==> config.mk <==
export PLATFORM = sky130hd
export DESIGN_NAME = usb_timebase
export DESIGN_NICKNAME = d
export VERILOG_FILES = /design/src/rtl/usb_timebase.sv
export SDC_FILE = /design/constraint.sdc
export NUM_CORES = 1
export LEC_CHECK = 0
export ABC_AREA = 1
export CAP_MARGIN = 0
export CORE_MARGIN = 1.5
export CORE_UTILIZATION = 30
export CTS_CLUSTER_DIAMETER = 100
export CTS_CLUSTER_SIZE = 20
export DETAILED_ROUTE_END_ITERATION = 12
export SYNTH_ARGS = -nofsm -noshare
export SYNTH_HDL_FRONTEND = slang
export SYNTH_SLANG_ARGS = --single-unit
==> constraint.sdc <==
create_clock -name clk_48 -period 1.5 [get_ports clk_48]
set_input_delay 0.225 -clock clk_48 [delete_from_list [all_inputs] [get_ports clk_48]]
set_output_delay 0.225 -clock clk_48 [all_outputs]
set_load 0.02 [all_outputs]
==> src/rtl/usb_timebase.sv <==
// usb_timebase: USB full-speed bit/us/frame strobes with SOF resync and optional frame trim (USB_TIMEBASE_TRIM_EN)
module usb_timebase #(
  parameter int FRAME_LEN = 48000,
  parameter int BIT_DIV   = 4,
  parameter int US_DIV    = 48
) (
  input  logic        clk_48,
  input  logic        rst_n,
  input  logic        en,
  input  logic        resync,
  input  logic        trim_valid,
  input  logic [3:0]  trim_delta,
  output logic        trim_ready,
  output logic        bit_stb,
  output logic        us_stb,
  output logic        sof_stb,
  output logic [10:0] frame_num
);
`ifdef USB_TIMEBASE_TRIM_EN
  localparam logic TRIM_EN = 1'b1;
`else
  localparam logic TRIM_EN = 1'b0;
`endif
  localparam int BW = BIT_DIV > 1 ? $clog2(BIT_DIV) : 1;
  localparam int UW = US_DIV > 1 ? $clog2(US_DIV) : 1;
  logic [BW-1:0] bit_cnt;
  logic [UW-1:0] us_cnt;
  logic [15:0]   frm_cnt;
  logic [15:0]   frm_term;
  logic [3:0]    trim_val;
  logic          trim_pend;
  logic          trim_acc;
  logic          bit_tc;
  logic          us_tc;
  logic          frm_tc;
  logic          sof_evt;
  // terminal counts; a pending trim stretches or shrinks the current frame by its sign-extended delta
  always_comb begin
    frm_term = 16'(FRAME_LEN - 1) + (trim_pend ? {{12{trim_val[3]}}, trim_val} : 16'd0);
    bit_tc   = bit_cnt == BW'(BIT_DIV - 1);
    us_tc    = us_cnt == UW'(US_DIV - 1);
    frm_tc   = frm_cnt >= frm_term;
    sof_evt  = resync | (en & frm_tc);
    trim_acc = TRIM_EN & trim_valid & trim_ready;
  end
  // counters, registered strobes, frame number and the single-entry trim holding register
  always_ff @(posedge clk_48) begin
    if (!rst_n) begin
      bit_cnt    <= '0;
      us_cnt     <= '0;
      frm_cnt    <= '0;
      bit_stb    <= 1'b0;
      us_stb     <= 1'b0;
      sof_stb    <= 1'b0;
      frame_num  <= '0;
      trim_pend  <= 1'b0;
      trim_val   <= '0;
      trim_ready <= TRIM_EN;
    end else begin
      bit_cnt    <= resync ? '0 : en ? (bit_tc ? '0 : bit_cnt + 1'b1) : bit_cnt;
      us_cnt     <= resync ? '0 : en ? (us_tc ? '0 : us_cnt + 1'b1) : us_cnt;
      frm_cnt    <= resync ? '0 : en ? (frm_tc ? '0 : frm_cnt + 16'd1) : frm_cnt;
      bit_stb    <= en & ~resync & bit_tc;
      us_stb     <= en & ~resync & us_tc;
      sof_stb    <= sof_evt;
      frame_num  <= sof_evt ? frame_num + 11'd1 : frame_num;
      trim_pend  <= resync ? 1'b0 : trim_acc ? 1'b1 : sof_evt ? 1'b0 : trim_pend;
      trim_val   <= (trim_acc & ~resync) ? trim_delta : trim_val;
      trim_ready <= TRIM_EN & (resync | (~trim_acc & (sof_evt | ~trim_pend)));
    end
  end
endmodule

==> results of run 1 <==
worst paths after layout:
path	end	slack, ps	cells after the start
min reg2reg	bit_cnt[1]$_SDFFE_PP0P_	470	2
min	bit_cnt[1]$_SDFFE_PP0P_	470	2
max reg2reg	frame_num[5]$_SDFFE_PN0P_	60	11
max	frame_num[5]$_SDFFE_PN0P_	60	11
synthesized netlist by cell type:
cell type	n	area (µm²)
xnor2_1	5	43.8
buf_1	1	3.75
nor4_1	1	6.26
buf_8	1	15.0
nor2_2	1	6.26
nand2_4	2	22.5
a211oi_1	1	7.51
or2_0	1	6.26
inv_2	4	15.0
nor2_4	2	22.5
nand4_1	4	25.0
inv_1	20	75.1
o21ai_1	1	5.00
or2_2	1	6.26
nor3_2	2	20.0
xor2_1	10	87.6
nand2_1	35	131
clkbuf_1	2	7.51
a21oi_1	14	70.1
nor3b_1	2	15.0
nor2_1	34	128
o21ai_0	2	10.0
buf_4	2	15.0
dfxtp_1	38	761
ha_1	4	50.1
nand2_2	14	87.6
a21oi_2	8	70.1
nor3_1	9	45.0
a31oi_1	2	12.5
o22ai_1	1	6.26
conb_1	1	3.75
nand3_1	19	95.1
buf_2	2	10.0
cells by family (layout without fill, tap and decap cells):
kind of cell,after synthesis,count (layout)
DFF,38,38
xor gates and xnor gates,15,15
and+or+nand+nor,127,128
adders and majority gates,4,4
AOI/OAI and AO/OA,29,29
buffers and inverters,32,78
other,1,1
sequential cells by signal, summed over array words and instances, names as in the netlist:
name       cells
sof_stb        1
bit_cnt        2
bit_stb        1
us_cnt         6
us_stb         1
frm_cnt       16
frame_num     11
area by class of cell:
cell class              instances  area (µm²)
fillers                       620        3460
multi-input cells             177        1070
flip-flops and latches         38         763
repair buffers                 46         413
well taps                      75        93.8
inverters                      24        90.1
clock buffers                   6        82.6
clock inverters                 2        12.5
layer usage:
| metal | part of all wire | wire length, µm |
|---|---|---|
| met5 | 0 | 0 |
| met4 | 0.018 | 72 |
| met3 | 0.042 | 166 |
| met2 | 0.45 | 1760 |
| met1 | 0.49 | 1920 |
worst max-delay path, stage by stage (launching register included):
cell and delay (ps):
dfxtp_2 350, ha_4 150, nand2_4 50, nor2_2 90, nand2_2 70, nand2_2 60
nand2_2 70, nand2_4 90, nand2_8 90, clkbuf_16 170, nand3_1 80, a21oi_2 60
cells in the final DEF, fill, tap and decap left out, types with 10 or more instances in the layout:
cell type,n
inv_1,20
dfxtp_1,36
nand2_1,33
a21oi_1,13
nor2_1,33
buf_4,24
nand2_2,13
nand3_1,18
xor2_1,10
dlygate4sd2_1,11
what timing repair did:
item	4_1_cts	5_1_grt
setup buffers	0	1
gates resized for setup	12	23
gates cloned	0	2
hold endpoints to repair	0	0
pin swaps	0	10
setup endpoints to repair	12	28
report_power, final:
part           internal [mW]  switching [mW]  total, mW
Combinational         0.0588          0.0794      0.138
Clock                  0.370           0.388      0.758
Sequential              1.02          0.0101       1.03
Total                   1.45           0.477       1.93
metrics by stage:
stage                     hold WS, ps  total power [mW]  instance area (µm²)
after floorplan                   345              1.13                 1890
after detailed placement          463              1.18                 2300
after CTS                         475              1.94                 2380
final                             474              1.93                 2530
after global routing              512              2.01                 2530
after global placement            454              1.18                 2300
==> summary.txt, run 1 <==
Run status
  • Outcome: finished, final reports clean

Logic synthesis
  • Post-synthesis compound-gate area fraction: 0.0962
  • Synth warn: 0
  • Net count after synthesis: 259
  • Synthesized area per cell: 7.66 µm²
  • Post-synthesis cell area: 0.00189 mm²
  • Sequential fraction of the synthesis area: 0.403
  • Mux contribution to synthesized area: 0
  • Post-Synth Simple-Gate Area: 0.327
  • Number of library cell types mapped by synthesis: 33
  • Synthesized flop and latch total: 38
  • Largest family of logic cells by synthesized area: simple AND/OR/NAND/NOR gates
  • Adder-cell share of the synthesized area: 0.0265
  • Cells after Synth: 246
  • XOR/XNOR share of the synthesized area: 0.0697

Global routing
  • Largest net degree at the start of global routing: 13
  • Routing usage on met2: 0.210
  • Most Crowded Layer GR: met2
  • Vias in the first global route: 1,574
  • Initial antenna violation count: 0
  • Global route overflow: 0
  • M3 GR Usage: 0.0407
  • Total Routing Usage GR: 0.129
  • Met1 Use GR: 0.155
  • Global-route wire length before repair: 6.73 mm

Clocking
  • TritonCTS Buffers: 5
  • Hold Buf Count CTS: 0
  • Clock transition at path regs: 80 ps
  • Clock Latency Late Sink: 300 ps
  • Worst-case clock buffer depth: 2
  • CTS tree: done
  • H-tree depth: 2
  • Sink Count: 38
  • CTS Root Cell: clkbuf_8

Detailed routing
  • Total number of vias: 1,675
  • Routed len/inst: 10.7 µm
  • ANT nets after route: 0
  • DRC viols: 0
  • DRT Pass-1 Iters: 4
  • Avg Vias per Cell: 4.55
  • Drt initial violations: 47
  • Drt total wl: 3.92 mm

Placement
  • DP HPWL: 2.70 mm
  • Pre-CTS setup slack: -114 ps
  • Port Buffer Count: 17
  • Placer Congestion: 0.792
  • Placed insts: 357

Setup path
  • Maximum fanout along the worst path: 5
  • Reg-to-reg startpoint: frm_cnt[1]$_SDFFE_PP0P_
  • Worst Path Arrival: 1640 ps
  • WS Path Type: reg2reg
  • Critical Path Source Type: register
  • Crit path launch: frm_cnt[1]$_SDFFE_PP0P_
  • Required @ worst endpoint: 1690 ps
  • Crit. End Element: register

STA
  • RSZ-0062 raised after global routing: yes
  • Fmax: 693 MHz
  • Final WS setup: 57.8 ps
  • Clock skew: 12.1 ps
  • # setup viols final: 0
  • Final Hold Viols: 0
  • Setup TNS: 0 ps
  • Pins Over Slew Limit: 0
  • Fin crit share: 0.961
  • Minimum clock period: 1440 ps

Power
  • Power per standard cell area: 762 mW/mm²
  • Pleak: 0.964 nW
  • Worst VDD drop: 0.000348 V

Final layout
  • Non-Filler Instances: 368
  • Final #Nets: 305
  • Share of cells above drive strength 1: 0.280
  • Layout overhead on the synthesized area: 34.0%
  • Antenna Cells: 0
  • Post-route core utilization: 0.422

Die
  • Die H: 82.3 µm
  • FP Rows: 28
  • Core Footprint: 0.00599 mm²
  • Die W: 82.3 µm
  • # IOs: 24
  • DIE AREA: 0.00677 mm²
  • Starting density of the core: 0.315

Run
  • Max Cap Viol: 0

Worst hold path
  • Hold_sp: bit_cnt[1]$_SDFFE_PP0P_
  • Min-delay worst type: reg2reg
(Power assumes the default switching activity.)
==> run 2: changes to the inputs <==
--- a/config.mk
+++ b/config.mk
@@ -5,13 +5,16 @@
 export SDC_FILE = /design/constraint.sdc
 export NUM_CORES = 1
 export LEC_CHECK = 0
-export ABC_AREA = 1
 export CAP_MARGIN = 0
+export CELL_PAD_IN_SITES_DETAIL_PLACEMENT = 0
+export CELL_PAD_IN_SITES_GLOBAL_PLACEMENT = 2
 export CORE_MARGIN = 1.5
-export CORE_UTILIZATION = 30
+export CORE_UTILIZATION = 29
 export CTS_CLUSTER_DIAMETER = 100
 export CTS_CLUSTER_SIZE = 20
 export DETAILED_ROUTE_END_ITERATION = 12
+export GPL_TIMING_DRIVEN = 0
+export PLACE_DENSITY_LB_ADDON = 0.1
 export SYNTH_ARGS = -nofsm -noshare
 export SYNTH_HDL_FRONTEND = slang
 export SYNTH_SLANG_ARGS = --single-unit
==> run 2 against run 1 <==
The run now ends with setup timing left. Total power fell by 1.4%. Clock power decreased by 3.7%. Maximum frequency is 15% lower. Sequential share of layout area is 3.5 points higher. Flip-flop and latch count unchanged. Critical path type unchanged.
==> summary.txt, run 2 <==
Clocking
  • Clock Latency Late Sink: 290 ps (was 300 ps)
  • TritonCTS Buffers: 5 (unchanged)
  • Worst-case clock buffer depth: 2 (unchanged)
  • CTS Root Cell: clkbuf_8 (unchanged)
  • CTS tree: done (unchanged)
  • Hold Buf Count CTS: 0 (unchanged)
  • Clock transition at path regs: 70 ps (was 80 ps)
  • Sink Count: 38 (unchanged)
  • H-tree depth: 2 (unchanged)

Logic synthesis
  • Post-Synth Simple-Gate Area: 0.262 (was 0.327)
  • Post-synth EDFFs: 0 (unchanged)
  • Number of library cell types mapped by synthesis: 37 (was 33)
  • Post-synthesis compound-gate area fraction: 0.0872 (was 0.0962)
  • Synth cell count leaders: 38 x dfxtp_1, 32 x nor2_1, 14 x nand2_1, 11 x xor2_1, 9 x xnor2_1 (was 38 x dfxtp_1, 35 x nand2_1, 34 x nor2_1, 20 x inv_1, 19 x nand3_1)
  • Synth warn: 0 (unchanged)
  • Area share of the largest cell type after synthesis: 0.449 (was 0.403)
  • Synthesized area per cell: 9.15 µm² (was 7.66 µm²)
  • Synth area leaders: dfxtp_1 45%, nor2_1 7.1%, xor2_1 5.7%, xnor2_1 4.7%, mux2i_1 4.1% (was dfxtp_1 40%, nand2_1 7.0%, nor2_1 6.8%, nand3_1 5.0%, nand2_2 4.6%)
  • Sequential fraction of the synthesis area: 0.449 (was 0.403)
  • Mux contribution to synthesized area: 0.0414 (was 0)
  • Post-synth ARST share: 0 (unchanged)
  • Top-count cell post-synth: dfxtp_1 (unchanged)
  • Yosys top cell by area: dfxtp_1 (unchanged)
  • Top FF cell, synth: dfxtp_1 (unchanged)
  • XOR/XNOR share of the synthesized area: 0.103 (was 0.0697)
  • Largest family of logic cells by synthesized area: simple AND/OR/NAND/NOR gates (unchanged)
  • Synthesized flop and latch total: 38 (unchanged)
  • Post-synthesis cell area: 0.00169 mm² (was 0.00189 mm²)
  • Adder-cell share of the synthesized area: 0.0296 (was 0.0265)
  • Net count after synthesis: 198 (was 259)
  • Cells after Synth: 185 (was 246)

Detailed routing
  • DRT Pass-1 Iters: 4 (unchanged)
  • Met3 Wirelength: 105 µm (was 166 µm)
  • Top layer in use: met4 (unchanged)
  • Avg Vias per Cell: 4.67 (was 4.55)
  • Total number of vias: 1,401 (was 1,675)
  • Drt total wl: 3.82 mm (was 3.92 mm)
  • Drt initial violations: 40 (was 47)
  • DRC viols: 0 (unchanged)
  • WL met2: 1.89 mm (was 1.76 mm)
  • Routed len/inst: 12.7 µm (was 10.7 µm)
  • ANT nets after route: 0 (unchanged)
  • Wl on met1: 1.77 mm (was 1.92 mm)

Setup path
  • Critical Path, Cell by Cell: and3b_1, o2111a_2, a211oi_4, buf_6, and2b_2 (was ha_4, nand2_4, nor2_2, nand2_2, nand2_2, nand2_2, nand2_4, nand2_8, clkbuf_16, nand3_1, a21oi_2)
  • Reg-to-reg critical path endpoint: sof_stb$_SDFF_PN0_ (was frame_num[5]$_SDFFE_PN0P_)
  • Max incr delay on CP: 430 ps (was 350 ps)
  • Maximum fanout along the worst path: 8 (was 5)
  • Critical Path Source Type: register (unchanged)
  • Crit path launch: frm_cnt[14]$_SDFFE_PP0P_ (was frm_cnt[1]$_SDFFE_PP0P_)
  • CP endpoint: sof_stb$_SDFF_PN0_ (was frame_num[5]$_SDFFE_PN0P_)
  • WS Path Type: reg2reg (unchanged)
  • Reg2Reg Setup Slack: -200 ps (was 60 ps)
  • Crit. End Element: register (unchanged)
  • Reg2reg path depth: 5 (was 11)
  • Required @ worst endpoint: 1680 ps (was 1690 ps)
  • Worst Path Arrival: 1880 ps (was 1640 ps)
  • Cell at the slowest stage of the critical path: a211oi_4 (was dfxtp_2)
  • Reg-to-reg startpoint: frm_cnt[14]$_SDFFE_PP0P_ (was frm_cnt[1]$_SDFFE_PP0P_)

STA
  • Minimum clock period: 1700 ps (was 1440 ps)
  • Clock skew: 7.16 ps (was 12.1 ps)
  • Pins Over Slew Limit: 0 (unchanged)
  • Final Hold Viols: 0 (unchanged)
  • WHS: 474 ps (about the same)
  • Fin crit share: 1.14 (was 0.961)
  • RSZ-0062 raised after global routing: yes (unchanged)
  • # setup viols final: 12 (was 0)
  • Fmax: 587 MHz (was 693 MHz)
  • Final WS setup: -203 ps (was 57.8 ps)

Global routing
  • Total Routing Usage GR: 0.132 (was 0.129)
  • Largest net degree at the start of global routing: 12 (was 13)
  • Global-route wire length before repair: 6.40 mm (was 6.73 mm)
  • Initial antenna violation count: 0 (unchanged)
  • Vias in the first global route: 1,417 (was 1,574)
  • Global route overflow: 0 (unchanged)

Placement
  • Placer Congestion: 0.712 (was 0.792)
  • Pre-CTS setup slack: -570 ps (was -114 ps)
  • DP HPWL: 2.54 mm (was 2.70 mm)
  • Placed insts: 274 (was 357)
  • Port Buffer Count: 17 (unchanged)

Worst hold path
  • Min-delay worst type: reg2reg (unchanged)
  • Hold_sp: frame_num[10]$_SDFFE_PN0P_ (was bit_cnt[1]$_SDFFE_PP0P_)

Power
  • Worst VDD drop: 0.000384 V (was 0.000348 V)
  • Switching Power: 442 µW (was 477 µW)
  • Power per standard cell area: 823 mW/mm² (was 762 mW/mm²)
  • Pleak: 0.895 nW (was 0.964 nW)
  • Logic pwr share: 0.070 (was 0.072)
  • Net Sw Frac: 0.233 (was 0.248)
  • Clk pwr share: 0.385 (was 0.393)
  • Tot Pwr: 1.90 mW (was 1.93 mW)
  • Sequential share of power: 0.545 (was 0.535)
  • Int Pwr: 1.46 mW (was 1.45 mW)

Final layout
  • Antenna Cells: 0 (unchanged)
  • Leading cell type in the layout, fill and taps excluded: nor2_1 (was dfxtp_1)
  • Seq. cell area: 777 µm² (was 763 µm²)
  • Area of the multi-input gates: 997 µm² (was 0.00107 mm²)
  • Max reg flops: 16 (unchanged)
  • Fillers: 592 (was 620)
  • Non-Filler Instances: 300 (was 368)
  • Final #Nets: 240 (was 305)
  • Share of cells above drive strength 1: 0.303 (was 0.280)
  • Layout overhead on the synthesized area: 36.3% (was 34.0%)
  • Biggest regs: frm_cnt x16, frame_num x11, us_cnt x6 (unchanged)
  • Biggest register: frm_cnt (unchanged)
  • Most frequent cells in the layout: 30 x nor2_1, 25 x dfxtp_1, 20 x buf_4 (was 36 x dfxtp_1, 33 x nor2_1, 33 x nand2_1)

Die
  • Die W: 79.4 µm (was 82.3 µm)
  • Die H: 79.4 µm (was 82.3 µm)
  • FP Rows: 27 (was 28)
  • Starting density of the core: 0.304 (was 0.315)
  • Core Footprint: 0.00557 mm² (was 0.00599 mm²)
  • DIE AREA: 0.00631 mm² (was 0.00677 mm²)
  • # IOs: 24 (unchanged)

Run
  • Max Cap Viol: 0 (unchanged)

Run status
  • Failing checks: setup timing
  • Outcome: complete, but fails checks (was finished, final reports clean)
## run 2: cell count changes after synthesis, sizes merged, moves of 5 or more
cell and delta:
nand2 -37, a21oi -21, nor2 -5, inv -22, nand3 -11, a21boi +7, mux2i +7, nor3 -8
## run 2: how the worst min path moves through the flow
| stage | endpoint | slack (ps) | cells past startpoint |
|---|---|---|---|
| floorplan | frame_num[7]$_SDFFE_PN0P_ | 380 | 1 |
| global placement | frame_num[10]$_SDFFE_PN0P_ | 460 | 2 |
| detailed placement | frame_num[10]$_SDFFE_PN0P_ | 470 | 2 |
| CTS | frame_num[10]$_SDFFE_PN0P_ | 480 | 2 |
| global route | frame_num[10]$_SDFFE_PN0P_ | 520 | 2 |
| finish | frame_num[10]$_SDFFE_PN0P_ | 470 | 2 |
## run 2: cell families (layout without fill, tap and decap cells)
family / Yosys count / in the layout
compound gates: 19 / 19
xor+xnor: 20 / 20
fa+ha+maj: 4 / 4
buf+inv: 8 / 51
flops: 38 / 38
mux: 7 / 7
other cells: 1 / 1
simple gates: 88 / 88
## run 2: per-stage QoR
step | cell area [µm²] | util | TNS (ps)
final | 2310 | 0.414 | -2000
after detailed placement | 1970 | 0.354 | -16140
after floorplan | 1710 | - | -430
after global placement | 1970 | 0.354 | -15670
after CTS | 2200 | 0.394 | -2500
after global routing | 2310 | 0.414 | -3260
## run 2: routing by layer
metal / up-vias / GRT usage
met5: - / 0
met4: 0 / 0.0474
met3: 6 / 0.0343
met2: 17 / 0.235
met1: 666 / 0.151
li1: 712 / -
## run 2: power groups by stage
| stage | Combinational, mW | Clock, mW | Sequential [mW] |
|---|---|---|---|
| 2_1_floorplan | 0.0641 | 0 | 1.07 |
| 6_report | 0.134 | 0.730 | 1.03 |
| 3_3_place_gp | 0.114 | 0 | 1.06 |
| 4_1_cts | 0.128 | 0.752 | 1.03 |
| 3_5_place_dp | 0.117 | 0 | 1.06 |
| 5_1_grt | 0.146 | 0.809 | 1.04 |
## run 2: critical path, delay by kind of cell, from the launching register on
family / cells / cell delay [ps]
simple gates: 2 / 380
buf+inv: 1 / 190
flops: 1 / 340
compound gates: 2 / 700
## run 2: area by class of cell
| class | count | area share |
|---|---|---|
| plain buffers | 5 | 0.0152 |
| multi-input cells | 139 | 0.432 |
| repair buffers | 36 | 0.134 |
| inverters | 2 | 0.00325 |
| well taps | 72 | 0.0390 |
| clock inverters | 1 | 0.00217 |
| flip-flops and latches | 38 | 0.337 |
| clock buffers | 7 | 0.0374 |
## run 2: timing repair
action / CTS / global route
endpoints found under the setup margin: 37 / 29
pin swaps: 11 / 7
buffers inserted: 10 / 8
gates resized for setup: 33 / 18
cloned: 1 / 0
